## src/rtl/addsub_bist.sv

```systemverilog
// addsub_bist
//
// Built-in self test sequencer for a 2-bit adder/subtractor. On a start
// request it sweeps all 32 combinations of {a1,a0,b1,b0,Cin}, lets each
// vector settle, captures the returned T bit into a 32-bit response word
// and compares the result against a golden signature.
//
// Optional feature macro: ADDSUB_BIST_ERRCNT_EN
//   defined   -> err_cnt counts per-bit mismatches against EXP_RESP
//                (saturating at 32, cleared on sweep start)
//   undefined -> err_cnt is tied to zero and no counter is built
//
// Parameters:
//   SETTLE_CYCLES  cycles a vector is held before its response is sampled (1..15)
//   EXP_RESP       golden 32-bit response signature
//
// Ports:
//   clk              rising-edge clock
//   rst_n            asynchronous active-low reset
//   start            one-cycle sweep request, honoured only while idle
//   t_in             T output returned by the unit under test
//   a0,a1,b0,b1,Cin  registered stimulus bits
//   busy             high while a sweep is running
//   done             one-cycle pulse when a sweep completes
//   pass             last completed sweep matched EXP_RESP (held until next start)
//   resp             captured response, resp[i] = t_in for vector i
//   err_cnt          mismatch count between resp and EXP_RESP

module addsub_bist #(
   parameter int unsigned SETTLE_CYCLES = 1,
   parameter logic [31:0] EXP_RESP      = 32'h0000_0000
) (
   input  logic        clk,
   input  logic        rst_n,
   input  logic        start,
   input  logic        t_in,
   output logic        a0,
   output logic        a1,
   output logic        b0,
   output logic        b1,
   output logic        Cin,
   output logic        busy,
   output logic        done,
   output logic        pass,
   output logic [31:0] resp,
   output logic [5:0]  err_cnt
);

   typedef enum logic [1:0] {
      IDLE,
      DRIVE,
      SAMPLE,
      FIN
   } state_t;

   localparam logic [3:0] SETTLE_LAST = 4'(SETTLE_CYCLES - 1);

   state_t      state_q, state_d;
   logic [4:0]  idx_q, idx_d;
   logic [3:0]  settle_q, settle_d;
   logic        busy_q, busy_d;
   logic        done_q, done_d;
   logic        pass_q, pass_d;
   logic [31:0] resp_q, resp_d;

   // Sweep sequencing. The vector index doubles as the stimulus register,
   // so it is parked at zero whenever the block is not sweeping. The pass
   // verdict is taken from resp_d so the last sampled bit is included and
   // the verdict appears together with the done pulse.
   always_comb begin
      state_d  = state_q;
      idx_d    = idx_q;
      settle_d = settle_q;
      busy_d   = busy_q;
      done_d   = 1'b0;
      pass_d   = pass_q;
      resp_d   = resp_q;
      case (state_q)
         IDLE: begin
            if (start) begin
               state_d  = DRIVE;
               idx_d    = 5'd0;
               settle_d = 4'd0;
               resp_d   = 32'd0;
               pass_d   = 1'b0;
               busy_d   = 1'b1;
            end
         end
         DRIVE: begin
            if (settle_q == SETTLE_LAST) begin
               settle_d = 4'd0;
               state_d  = SAMPLE;
            end else begin
               settle_d = settle_q + 4'd1;
            end
         end
         SAMPLE: begin
            resp_d[idx_q] = t_in;
            if (idx_q == 5'd31) begin
               state_d = FIN;
               idx_d   = 5'd0;
               done_d  = 1'b1;
               busy_d  = 1'b0;
               pass_d  = (resp_d == EXP_RESP);
            end else begin
               idx_d   = idx_q + 5'd1;
               state_d = DRIVE;
            end
         end
         FIN: begin
            state_d = IDLE;
         end
         default: begin
            state_d = IDLE;
         end
      endcase
   end

   always_ff @(posedge clk or negedge rst_n) begin
      if (!rst_n) begin
         state_q  <= IDLE;
         idx_q    <= 5'd0;
         settle_q <= 4'd0;
         busy_q   <= 1'b0;
         done_q   <= 1'b0;
         pass_q   <= 1'b0;
         resp_q   <= 32'd0;
      end else begin
         state_q  <= state_d;
         idx_q    <= idx_d;
         settle_q <= settle_d;
         busy_q   <= busy_d;
         done_q   <= done_d;
         pass_q   <= pass_d;
         resp_q   <= resp_d;
      end
   end

`ifdef ADDSUB_BIST_ERRCNT_EN
   logic [5:0] err_q, err_d;

   // Mismatch counter, evaluated against the golden bit of the vector
   // being sampled; it stops at 32, which is also the largest possible count.
   always_comb begin
      err_d = err_q;
      if (state_q == IDLE && start) begin
         err_d = 6'd0;
      end else if (state_q == SAMPLE) begin
         if ((t_in != EXP_RESP[idx_q]) && (err_q != 6'd32)) begin
            err_d = err_q + 6'd1;
         end
      end
   end

   always_ff @(posedge clk or negedge rst_n) begin
      if (!rst_n) begin
         err_q <= 6'd0;
      end else begin
         err_q <= err_d;
      end
   end

   assign err_cnt = err_q;
`else
   assign err_cnt = 6'd0;
`endif

   assign {a1, a0, b1, b0, Cin} = idx_q;
   assign busy = busy_q;
   assign done = done_q;
   assign pass = pass_q;
   assign resp = resp_q;

endmodule

```

## config.mk

```make
export PLATFORM = sky130hd
export DESIGN_NAME = addsub_bist
export DESIGN_NICKNAME = d
export VERILOG_FILES = /design/src/rtl/addsub_bist.sv
export SDC_FILE = /design/constraint.sdc
export NUM_CORES = 1
export LEC_CHECK = 0
export BUFFER_PORTS_ARGS = -buffer_cell sky130_fd_sc_hd__clkbuf_2
export CAP_MARGIN = 20
export CORE_MARGIN = 5
export CORE_UTILIZATION = 56
export CTS_CLUSTER_DIAMETER = 40
export DETAILED_ROUTE_END_ITERATION = 6
export PLACE_DENSITY = 0.78
export REMOVE_ABC_BUFFERS = 1
export SETUP_SLACK_MARGIN = 0.05
export SYNTH_ARGS = -nofsm -noshare
export SYNTH_HDL_FRONTEND = slang
export SYNTH_SLANG_ARGS = --single-unit
```

## constraint.sdc

```tcl
create_clock -name clk -period 3.5 [get_ports clk]
set_clock_uncertainty 0.2 [all_clocks]
set_input_delay 0.525 -clock clk [delete_from_list [all_inputs] [get_ports clk]]
set_output_delay 0.525 -clock clk [all_outputs]
set_load 0.005 [all_outputs]
```

[After elaboration in Yosys (flattened, before gate mapping)]
Index checks and enable logic that the tools add are counted.
Storage, ports and cells
  bits in registers: 46
  output and inout bits: 46
Operators by class
  add/subtract/negate cells: 2
  magnitude comparators: 2
  equality and inequality tests: 7
  mux-type cells: 23
  reduce and logical (&&, ||, !) cells: 10
Operators by type and width (number)
  case mux 32 bit (2 select lines): 1
  bitwise mux 32 bit: 1
  logical NOT 32 bit: 1
  two-way mux 32 bit: 1
  two-way mux 5 bit: 2
  case mux 5 bit (2 select lines): 1
  two-way mux 4 bit: 2
  case mux 2 bit (4 select lines): 1
  case mux 4 bit (2 select lines): 1
  two-way mux 1 bit: 7
  < comparator 5 x 6 -> 1 bit, second input constant: 1
  two-way mux 2 bit: 3
  != test 2 bit, second input constant: 3
  AND reduction 2 bit: 3
  adder 5 x 1 -> 5 bit, second input constant: 1
  demux 1 bit (select 5 bit): 1
  equality test 5 bit, second input constant: 1
  >= comparator 5 x 1 -> 1 bit, second input constant: 1
  adder 4 x 1 -> 4 bit, second input constant: 1
  equality test 2 bit, second input constant: 2
  logical NOT 4 bit: 1
  case mux 1 bit (2 select lines): 2
  nonzero test 2 bit: 2
  AND reduction 3 bit: 1
  other kinds (3): 3

[Depth between registers and ports, before layout]
Gate-level depths: netlist (run 1).
  depth in word-level cells: 8
  gate-level depth with buffers: 12
  mapped depth without buffers: 9

[Worst setup path before layout (run 1)]
No wires, ideal clock.
  path kind: register to register
  start: register idx_q[1]
  end: register pass_q (netlist: pass)
  setup time: 95 ps
  data arrival time: 2366 ps
  setup slack: 839 ps
  stages on the path, launching flop included: 11
  buffers on the path: 1
  period minus slack after synthesis: 2661 ps
  cells stage by stage: dfrtp_1 ha_1 and3_1 clkbuf_1 ha_1 inv_1 nor2_1 nand3_1 nand4b_1 or4_1 o31ai_1
On the way
  longest elaborated chain between the ends: 8
  elaborated cells on any way between the ends: 12
  those cells by class: order compare (2); eq/ne (2); mux (5); reduce/logical (3)
Ends and longest elaborated chain
  start: declaration: line 59  | logic [4:0] idx_q, idx_d;
  start signal: assignment: line 130  | idx_q <= idx_d;
  < comparator 5 x 6 -> 1 bit (not written as such) / >= comparator 5 x 1 -> 1 bit (equally long branches): line 98  | resp_d[idx_q] = t_in;
  logical AND 1 bit (not written as such): line 98
  two-way mux 1 bit (not written as such): line 98
  demux 1 bit (select 5 bit): line 98
  bitwise mux 32 bit: line 98
  logical NOT 32 bit: line 104  | pass_d = (resp_d == EXP_RESP);
  two-way mux 1 bit: line 99  | if (idx_q == 5'd31) begin
  case mux 1 bit (2 select lines): line 78  | case (state_q)
  end signal: assignment: line 134  | pass_q <= pass_d;
  end: declaration: line 63  | logic pass_q, pass_d;
Parallel ways exist; a longest one is shown, timed or not. The select of a mux whose other input is x is not followed.
A chain may end at the register's enable or synchronous reset.

[Final worst setup path (run 1)]
Same ends and word-level chain as after synthesis.

==> run metrics, run 1 <==
status finished, final reports clean; Post-synth top cells 68 x o21ai_0, 46 x dfrtp_1, 35 x nand2_1, 28 x a21oi_1, 26 x nor2_1; Core Util, Final 0.629; met2 routed WL roughly 3.6 mm; Mapped Area between 0.002 and 0.003 mm²; Syn. warnings 0; Final Hold Vio Count 0; hold buffers post-CTS 0; Cell variety after synth 46; fmax between 300 and 400 MHz; CTS tree done; IO buf count 43; post-place setup slack roughly 570 ps; remaining routing DRC violations 0; Fin Hold WS ~3.2 ps; Critical Path Max Stage Delay between 500 and 600 ps; pins over their slew limit 0; DRT iter0 DRCs between 150 and 200; slew at the pin closest to its max-slew limit about 730 ps; # fillers about 460; largest net degree at the start of global routing 39; Rel. slew slack 0.513; Synth Flop Type dfrtp_1; Via density 6.00; number of global-route vias before repair about 2500; total grt overflow 0; dpl hpwl roughly 5.4 mm; fraction of registers with async set/reset 1.00; syn_area_per_cell 8.28 µm²; # H-tree levels 2; HP Class primary input to async pin; synth-to-layout area growth 9.53%; die area between 0.006 and 0.007 mm²; postcts setup bufs 0; Synth Instances between 300 and 400; Root Driver clkbuf_8; CTS max path bufs 2; Worst-Skew Late Latency approximately 300 ps; Final nets around 400; CP top delay family simple AND/OR/NAND/NOR gates; met3 wire len 472 µm; Final Critical Period 2970 ps; first-pass GRT wire length approximately 12 mm; width of the die between 80 and 90 µm; ant diodes 0; M1 WL 3.27 mm; number of synthesized flops with an enable pin 0; crit path cell chain inv_1 > ha_1 > nor2b_1 > nand2_1 > a21oi_1 > nand4_1 > or4_1 > o31ai_1; site row count 26; FF+latch count, synth 46; Pre-antenna DRT Iters 7; Worst setup EP type flop; vias post-DR approximately 2700; Critical-path top delay cell ha_1; Tot GR Track Use 0.240; largest cells by area after synthesis dfrtp_1 40%, o21ai_0 12%, a21oi_1 4.8%; critical path startpoint category flop; die extent in y a little over 80 µm; RSZ-0062 raised after global routing no; Placer Congestion about 0.94; post-route ant nets 0; Final period util 0.849; max cap viols 0; Buffers & Inverters on Critical Path 1; VDD IR max roughly 0.00017 V; CTS sink count 46; pwr dens 361 mW/mm²; Initial Util 0.574; CTS clk-pin slew, worst paths around 80 ps; initial antenna violation count 0; CTS buffer count 5; Post-CTS Resized 0; total wire length 7.51 mm; Final setup viols 0; Worst Path Max Fanout 14; post-synthesis sequential area ratio 0.395; CP Class flop to flop; largest area contributor in the netlist dfrtp_1; wire length per cell 16.6 µm; critical path arrival approximately 3000 ps; most common cell in the netlist o21ai_0; Core Region ~0.0051 mm²; setup ws final approximately 530 ps; Yosys top cell area share 0.395; setup TNS 0 ps; Required @ worst endpoint approximately 3500 ps; I/O pin cnt 50; layout cell share with drive strength beyond 1 0.167; top sig layer met4; Leak Pwr between 1 and 1.5 nW
layout by cell type (no fill, tap or decap), types with 9 or more instances in the layout:
cell and count:
nor2_1 26, clkbuf_2 43, nand2b_1 11, o21ai_0 67
nand3_1 11, inv_1 10, dfrtp_1 46, o31ai_1 12
a21oi_1 28, nand2_1 35, ha_1 9
power by group:
| part | leakage (nW) | internal, mW | total, mW | switching [mW] |
|---|---|---|---|---|
| clock network | 0.0438 | 0.134 | 0.314 | 0.179 |
| registers | 0.628 | 0.551 | 0.579 | 0.0278 |
| logic | 0.815 | 0.0880 | 0.258 | 0.170 |
| total | 1.49 | 0.774 | 1.15 | 0.377 |
metal layers:
layer	vias up	global-route usage
met3	20	0.0607
met4	0	0.0980
li1	1303	-
met1	1291	0.314
met2	103	0.379
met5	-	0
registers in the layout (all words and copies together), names as in the netlist:
name / cells
pass: 1
settle_q: 4
idx_q: 5
resp: 32
done: 1
busy: 1
state_q: 2
layout make-up:
cell class,instances,area (µm²),area share
Sequential cell,46,1150,0.361
Timing Repair Buffer,50,268,0.0839
Inverter,10,37.5,0.0118
Clock buffer,5,68.8,0.0216
Tap cell,70,87.6,0.0274
Clock inverter,2,10.0,0.00314
Multi-Input combinational cell,270,1570,0.492
path summary, 6_finish.rpt:
check,from,endpoint,slack [ps],cells past startpoint
worst min register to register,settle_q[3]$_DFFE_PN0P_,settle_q[3]$_DFFE_PN0P_,290,1
worst max register to register,idx_q[1]$_DFFE_PN0P_,pass$_DFFE_PN0P_,530,8
worst max-delay path,idx_q[1]$_DFFE_PN0P_,pass$_DFFE_PN0P_,530,8
min in group clk,start,state_q[0]$_DFFE_PN0P_,270,3
max in group asynchronous,rst_n,idx_q[3]$_DFFE_PN0P_,2370,2
worst min-delay path,rst_n,resp[18]$_DFFE_PN0P_,3,1
stage by stage:
step | cells | area [µm²] | total power [mW]
final | 453 | 3190 | 1.15
after global routing | 453 | 3190 | 1.22
after CTS | 453 | 3190 | 1.16
after detailed placement | 446 | 3110 | 0.844
after global placement | 446 | 3110 | 0.838
after floorplan | 326 | 2750 | 0.748
kinds of logic (layout without fill, tap and decap cells):
kind of cell    Yosys count  in the layout  share of synthesized area
flops                    46             46                      0.395
fa+ha+maj                 9              9                     0.0386
other cells               1              6                    0.00129
simple gates            114            114                      0.200
compound gates          132            132                      0.260
buf+inv                  41             67                     0.0743
mux                       9              9                     0.0313
worst reg2reg max path: cells and delay by family (launching register included):
family	cells	cell delay [ps]
AOI/OAI and AO/OA	2	440
adders and majority gates	1	510
buffers and inverters	1	130
DFF	1	480
and+or+nand+nor	4	1120
(Power assumes the default switching activity.)
==> inputs of run 2 (changes only) <==
CORE_UTILIZATION = 51   (was 56)
PLACE_DENSITY = 0.74   (was 0.78)
clock period = 2.4 ns   (was 3.5 ns; I/O delays follow)
==> run metrics, run 2 (same netlist as run 1, synthesis figures left out) <==
total grt overflow 0 (unchanged); placed cells 493 (+11%); Final setup viols 1 (+1); site row count 27 (+3.8%); synth-to-layout area growth 31.8%; die extent in y 85.6 µm (+4.2%); R2R cell count 8 (unchanged); Final Hold Vio Count 0 (unchanged); remaining routing DRC violations 0 (unchanged); ant diodes 0 (unchanged); slew at the pin closest to its max-slew limit 552 ps (-176 ps); critical path startpoint category flop; critical path arrival 2500 ps (-480 ps); Core Region 0.00554 mm² (+9.2%); # H-tree levels 2 (unchanged); wire length per cell 18.2 µm (+10%); HP Start start; HP Class primary input to flop; layout cell share with drive strength beyond 1 0.344 (+0.177); I/O pin cnt 50 (unchanged); CP Class flop to flop; CTS sink count 46 (unchanged); Tot GR Track Use 0.253 (+0.0130); Worst setup EP type flop; largest net degree at the start of global routing 39 (unchanged); status finished, violations left; Required @ worst endpoint 2430 ps (-1080 ps); Leak Pwr 1.80 nW (+21%); fmax 405 MHz (+20%); most frequent cells in the layout 67 x o21ai_0, 63 x buf_4, 43 x clkbuf_2, 42 x dfrtp_1, 35 x nand2_1; CTS max path bufs 2 (unchanged); Final Critical Period 2470 ps (-504 ps); Initial Util 0.526 (-0.0482); Final period util 1.03 (+0.179); post-place setup slack -166 ps (-734 ps); Finished Cell Area 0.00384 mm² (+20%); Pre-antenna DRT Iters 5 (-2); total wire length 9.43 mm (+26%); die area 0.00733 mm² (+8.6%); CTS buffer count 5 (unchanged); width of the die 85.6 µm (+4.2%); worst hold stages 3; Rel. slew slack 0.632 (+0.119); Fin Hold WS 98.0 ps (+94.8 ps); Via density 6.30 (+5.0%); VDD IR max 0.000315 V (+81%); dpl hpwl 6.33 mm (+18%); first-pass GRT wire length 14.9 mm (+20%); setup ws final -68.3 ps (-596 ps); Worst Hold End state_q[0]$_DFFE_PN0P_; max cap viols 0 (unchanged); pins over their slew limit 0 (unchanged); r2r setup slk -70 ps (-600 ps); max reg flops 32 (unchanged); pwr dens 501 mW/mm² (+39%); Worst Path Max Fanout 3 (-11); CTS tree done; CTS clk-pin slew, worst paths 90 ps (about the same); failing checks negative setup slack; Root Driver clkbuf_8; reg2reg end pass$_DFFE_PN0P_; vias post-DR 3256 (+20%); Crit Reg-Reg Startpoint idx_q[3]$_DFFE_PN0P_; initial antenna violation count 0 (unchanged); Final nets 457 (+15%); DRT iter0 DRCs 445 (+130%); IO buf count 43 (unchanged); post-route ant nets 0 (unchanged); placed cell areas 0.00348 mm² (+12%); RSZ-0062 raised after global routing yes; Placer Congestion 0.906 (-3.5%); number of global-route vias before repair 3014 (+19%); most common cell after layout, fill and taps aside o21ai_0; Finished Layout Cells 517 (+14%); Worst-Skew Late Latency 300 ps (about the same)
==> run 2: metrics by stage <==
stage	power, mW	util	setup TNS, ps
6_report	1.92	0.693	-68.3
5_1_grt	2.02	0.693	-143
4_1_cts	1.90	0.669	0
3_5_place_dp	1.36	0.628	-166
3_3_place_gp	1.35	0.628	-70.1
2_1_floorplan	1.09	-	-11770
==> run 2: timing repair <==
| item | 4_1_cts | 5_1_grt |
|---|---|---|
| pin swaps | 4 | 7 |
| cloned | 1 | 0 |
| hold buffers | 1 | 0 |
| setup endpoints to repair | 1 | 1 |
| gates resized for setup | 15 | 22 |
| endpoints found under the hold margin | 18 | 0 |
| buffers inserted | 6 | 8 |
==> run 2: power by group <==
group          total [mW]  internal [mW]  switching, mW
clock               0.501          0.233          0.268
sequential          0.844          0.805         0.0385
combinational       0.580          0.260          0.319
==> run 2: final cells by class <==
class / instances / area (µm²)
inverters: 10 / 37.5
clock inverters: 1 / 5.00
well taps: 72 / 90.1
clock buffers: 7 / 86.3
repair buffers: 111 / 774
multi-input cells: 270 / 1690
fillers: 464 / 1700
flip-flops and latches: 46 / 1160
==> run 2: worst max-delay path by stage <==
| stage | end | startpoint | slack, ps |
|---|---|---|---|
| floorplan | resp[7]$_DFFE_PN0P_ | state_q[1]$_DFFE_PN0P_ | -380 |
| global placement | pass$_DFFE_PN0P_ | idx_q[1]$_DFFE_PN0P_ | -70 |
| detailed placement | pass$_DFFE_PN0P_ | idx_q[1]$_DFFE_PN0P_ | -170 |
| CTS | pass$_DFFE_PN0P_ | idx_q[3]$_DFFE_PN0P_ | 10 |
| global route | pass$_DFFE_PN0P_ | idx_q[0]$_DFFE_PN0P_ | -140 |
| finish | pass$_DFFE_PN0P_ | idx_q[3]$_DFFE_PN0P_ | -70 |
==> run 2: critical path, cell delays in order (launching register included) <==
cell      delay, ps
dfrtp_2         480
buf_6           140
buf_4           130
nand4b_1        140
mux2i_2         300
nand3_1         120
nand4b_1        200
or4_4           510
o31ai_4         180
==> run 2: per-layer routing <==
layer | global-route usage | vias up | share of wire
met5 | 0 | - | 0
met4 | 0.0734 | 0 | 0.031
met3 | 0.0365 | 41 | 0.090
met2 | 0.438 | 214 | 0.48
met1 | 0.328 | 1565 | 0.40
li1 | - | 1436 | -
==> inputs of run 3 (changes only) <==
CORE_MARGIN = default   (was 5)
CTS_CLUSTER_SIZE = 28   (was default)
==> run metrics, run 3 (same netlist as run 1, synthesis figures left out) <==
status finished, final reports clean; R2R cell count 7 (-1); busiest grt layer met2; met1 global-route usage 0.400 (+0.0711); Crit Reg-Reg Startpoint idx_q[2]$_DFFE_PN0P_; CTS buffer count 5 (unchanged); Final setup viols 0 (-1); Final nets 446 (-2.4%); Root Driver clkbuf_8; slew at the pin closest to its max-slew limit 682 ps (+129 ps); reg2reg end pass$_DFFE_PN0P_; largest net degree at the start of global routing 40 (+2.6%); Via density 5.98 (-5.1%); pwr dens 509 mW/mm² (+1.7%); vias post-DR 3024 (-7.1%); worst hold stages 3 (unchanged); Buffers & Inverters on Critical Path 1 (-1); initial antenna violation count 0 (unchanged); CTS clk-pin slew, worst paths 90 ps (about the same); die extent in y 77.6 µm (-9.3%); CTS sink count 46 (unchanged); Rel. slew slack 0.546 (-0.0861); routing usage on met3 0.0447 (+0.00820); site row count 27 (unchanged); most common cell after layout, fill and taps aside o21ai_0; PnR Total Power 1.89 mW (-2.0%); Required @ worst endpoint 2420 ps (about the same); total grt overflow 0 (unchanged); met2 GRT Util 0.476 (+0.0383); HP Start start; VDD IR max 0.000293 V (-7.0%); synth-to-layout area growth 27.1%; fmax 425 MHz (+5.0%); CTS tree done; DRT iter0 DRCs 361 (-19%); ant diodes 0 (unchanged); CP top delay family simple AND/OR/NAND/NOR gates; CTS max path bufs 2 (unchanged); width of the die 77.6 µm (-9.3%); Leak Pwr 1.73 nW (-3.7%); max reg flops 32 (unchanged); I/O pin cnt 50 (unchanged); Initial Util 0.529 (+0.00323); Worst setup EP type flop; r2r setup slk 50 ps (+120 ps); Critical Path Max Stage Delay 530 ps (+20 ps); setup TNS 0 ps (+68.3 ps); critical path startpoint category flop; HP Class primary input to flop; die area 0.00602 mm² (-18%); total wire length 8.47 mm (-10%); Placer Congestion 0.911 (+0.57%); wire length per cell 16.7 µm (-8.2%); RSZ-0062 raised after global routing yes; # fillers 468 (+0.86%); max cap viols 0 (unchanged); # H-tree levels 2 (unchanged); Core Region 0.00551 mm² (-0.61%); CP Class flop to flop; Pre-antenna DRT Iters 5 (unchanged); number of global-route vias before repair 2910 (-3.5%); Worst-Skew Late Latency 300 ps (about the same); pins over their slew limit 0 (unchanged); remaining routing DRC violations 0 (unchanged); layout cell share with drive strength beyond 1 0.316 (-0.0282); crit path cell chain buf_4 > nor2_4 > nand3_1 > mux2i_1 > nand4_1 > or4_1 > o31ai_2; Worst Path Max Fanout 12 (+9); Worst Hold End busy$_DFFE_PN0P_; Final period util 0.980 (-0.0487); first-pass GRT wire length 14.0 mm (-5.9%); Critical-path top delay cell or4_1; most frequent cells in the layout 65 x o21ai_0, 55 x buf_4, 44 x dfrtp_1, 43 x clkbuf_2, 35 x nand2_1; IO buf count 43 (unchanged); critical path arrival 2370 ps (-130 ps); dpl hpwl 6.03 mm (-4.7%); Final Critical Period 2350 ps (-117 ps); Final Hold Vio Count 0 (unchanged); post-route ant nets 0 (unchanged); Tot GR Track Use 0.298 (+0.0453)
[run 3: tightest hold or removal path: stages]
cell	delay, ps
clkbuf_2	120
a21oi_1	70
o21ai_0	130
[run 3: per-stage QoR]
stage / cells / utilization / hold slack, ps / instance area [µm²] / setup slack [ps]
after global routing: 506 / 0.672 / 227 / 3700 / -65.4
after floorplan: 326 / - / -136 / 2750 / -382
final: 506 / 0.672 / 212 / 3700 / 48.7
after detailed placement: 494 / 0.631 / 227 / 3470 / -91.3
after global placement: 494 / 0.631 / 216 / 3470 / -37.2
after CTS: 506 / 0.666 / 208 / 3670 / 56.8
[run 3: where the power goes]
part,internal [mW],total (mW),switching (mW)
combinational,0.238,0.538,0.300
clock,0.232,0.506,0.274
sequential,0.804,0.842,0.0378
[run 3: what timing repair did]
| item | in CTS | in global routing |
|---|---|---|
| pin swaps | 6 | 5 |
| setup endpoints to repair | 1 | 1 |
| endpoints found under the hold margin | 26 | 0 |
| buffers inserted | 3 | 0 |
| hold buffers | 1 | 0 |
| resized for setup | 20 | 10 |
[run 3: area by class of cell]
class                           count  area, µm²  area share
Multi-Input combinational cell    270       1670       0.450
Sequential cell                    46       1150       0.312
Timing Repair Buffer              100        658       0.178
Tap cell                           72       90.1      0.0243
Clock buffer                        6       82.6      0.0223
Inverter                           10       37.5      0.0101
Clock inverter                      2       12.5     0.00338
[run 3: worst max path at each step]
stage                           startpoint             endpoint  slack (ps)  cells after the start
global placement      idx_q[3]$_DFFE_PN0P_     pass$_DFFE_PN0P_         -40                      7
detailed placement    idx_q[0]$_DFFE_PN0P_     pass$_DFFE_PN0P_         -90                      9
floorplan           state_q[1]$_DFFE_PN0P_  resp[7]$_DFFE_PN0P_        -380                      3
CTS                   idx_q[0]$_DFFE_PN0P_     pass$_DFFE_PN0P_          60                      8
global route          idx_q[1]$_DFFE_PN0P_     pass$_DFFE_PN0P_         -70                      8
finish                idx_q[2]$_DFFE_PN0P_     pass$_DFFE_PN0P_          50                      7
[run 3: layer usage]
metal	wire length, µm	up-vias	share of wire
li1	-	1409	-
met1	3690	1463	0.44
met2	4070	134	0.48
met3	505	18	0.060
met4	200	0	0.024
met5	0	-	0
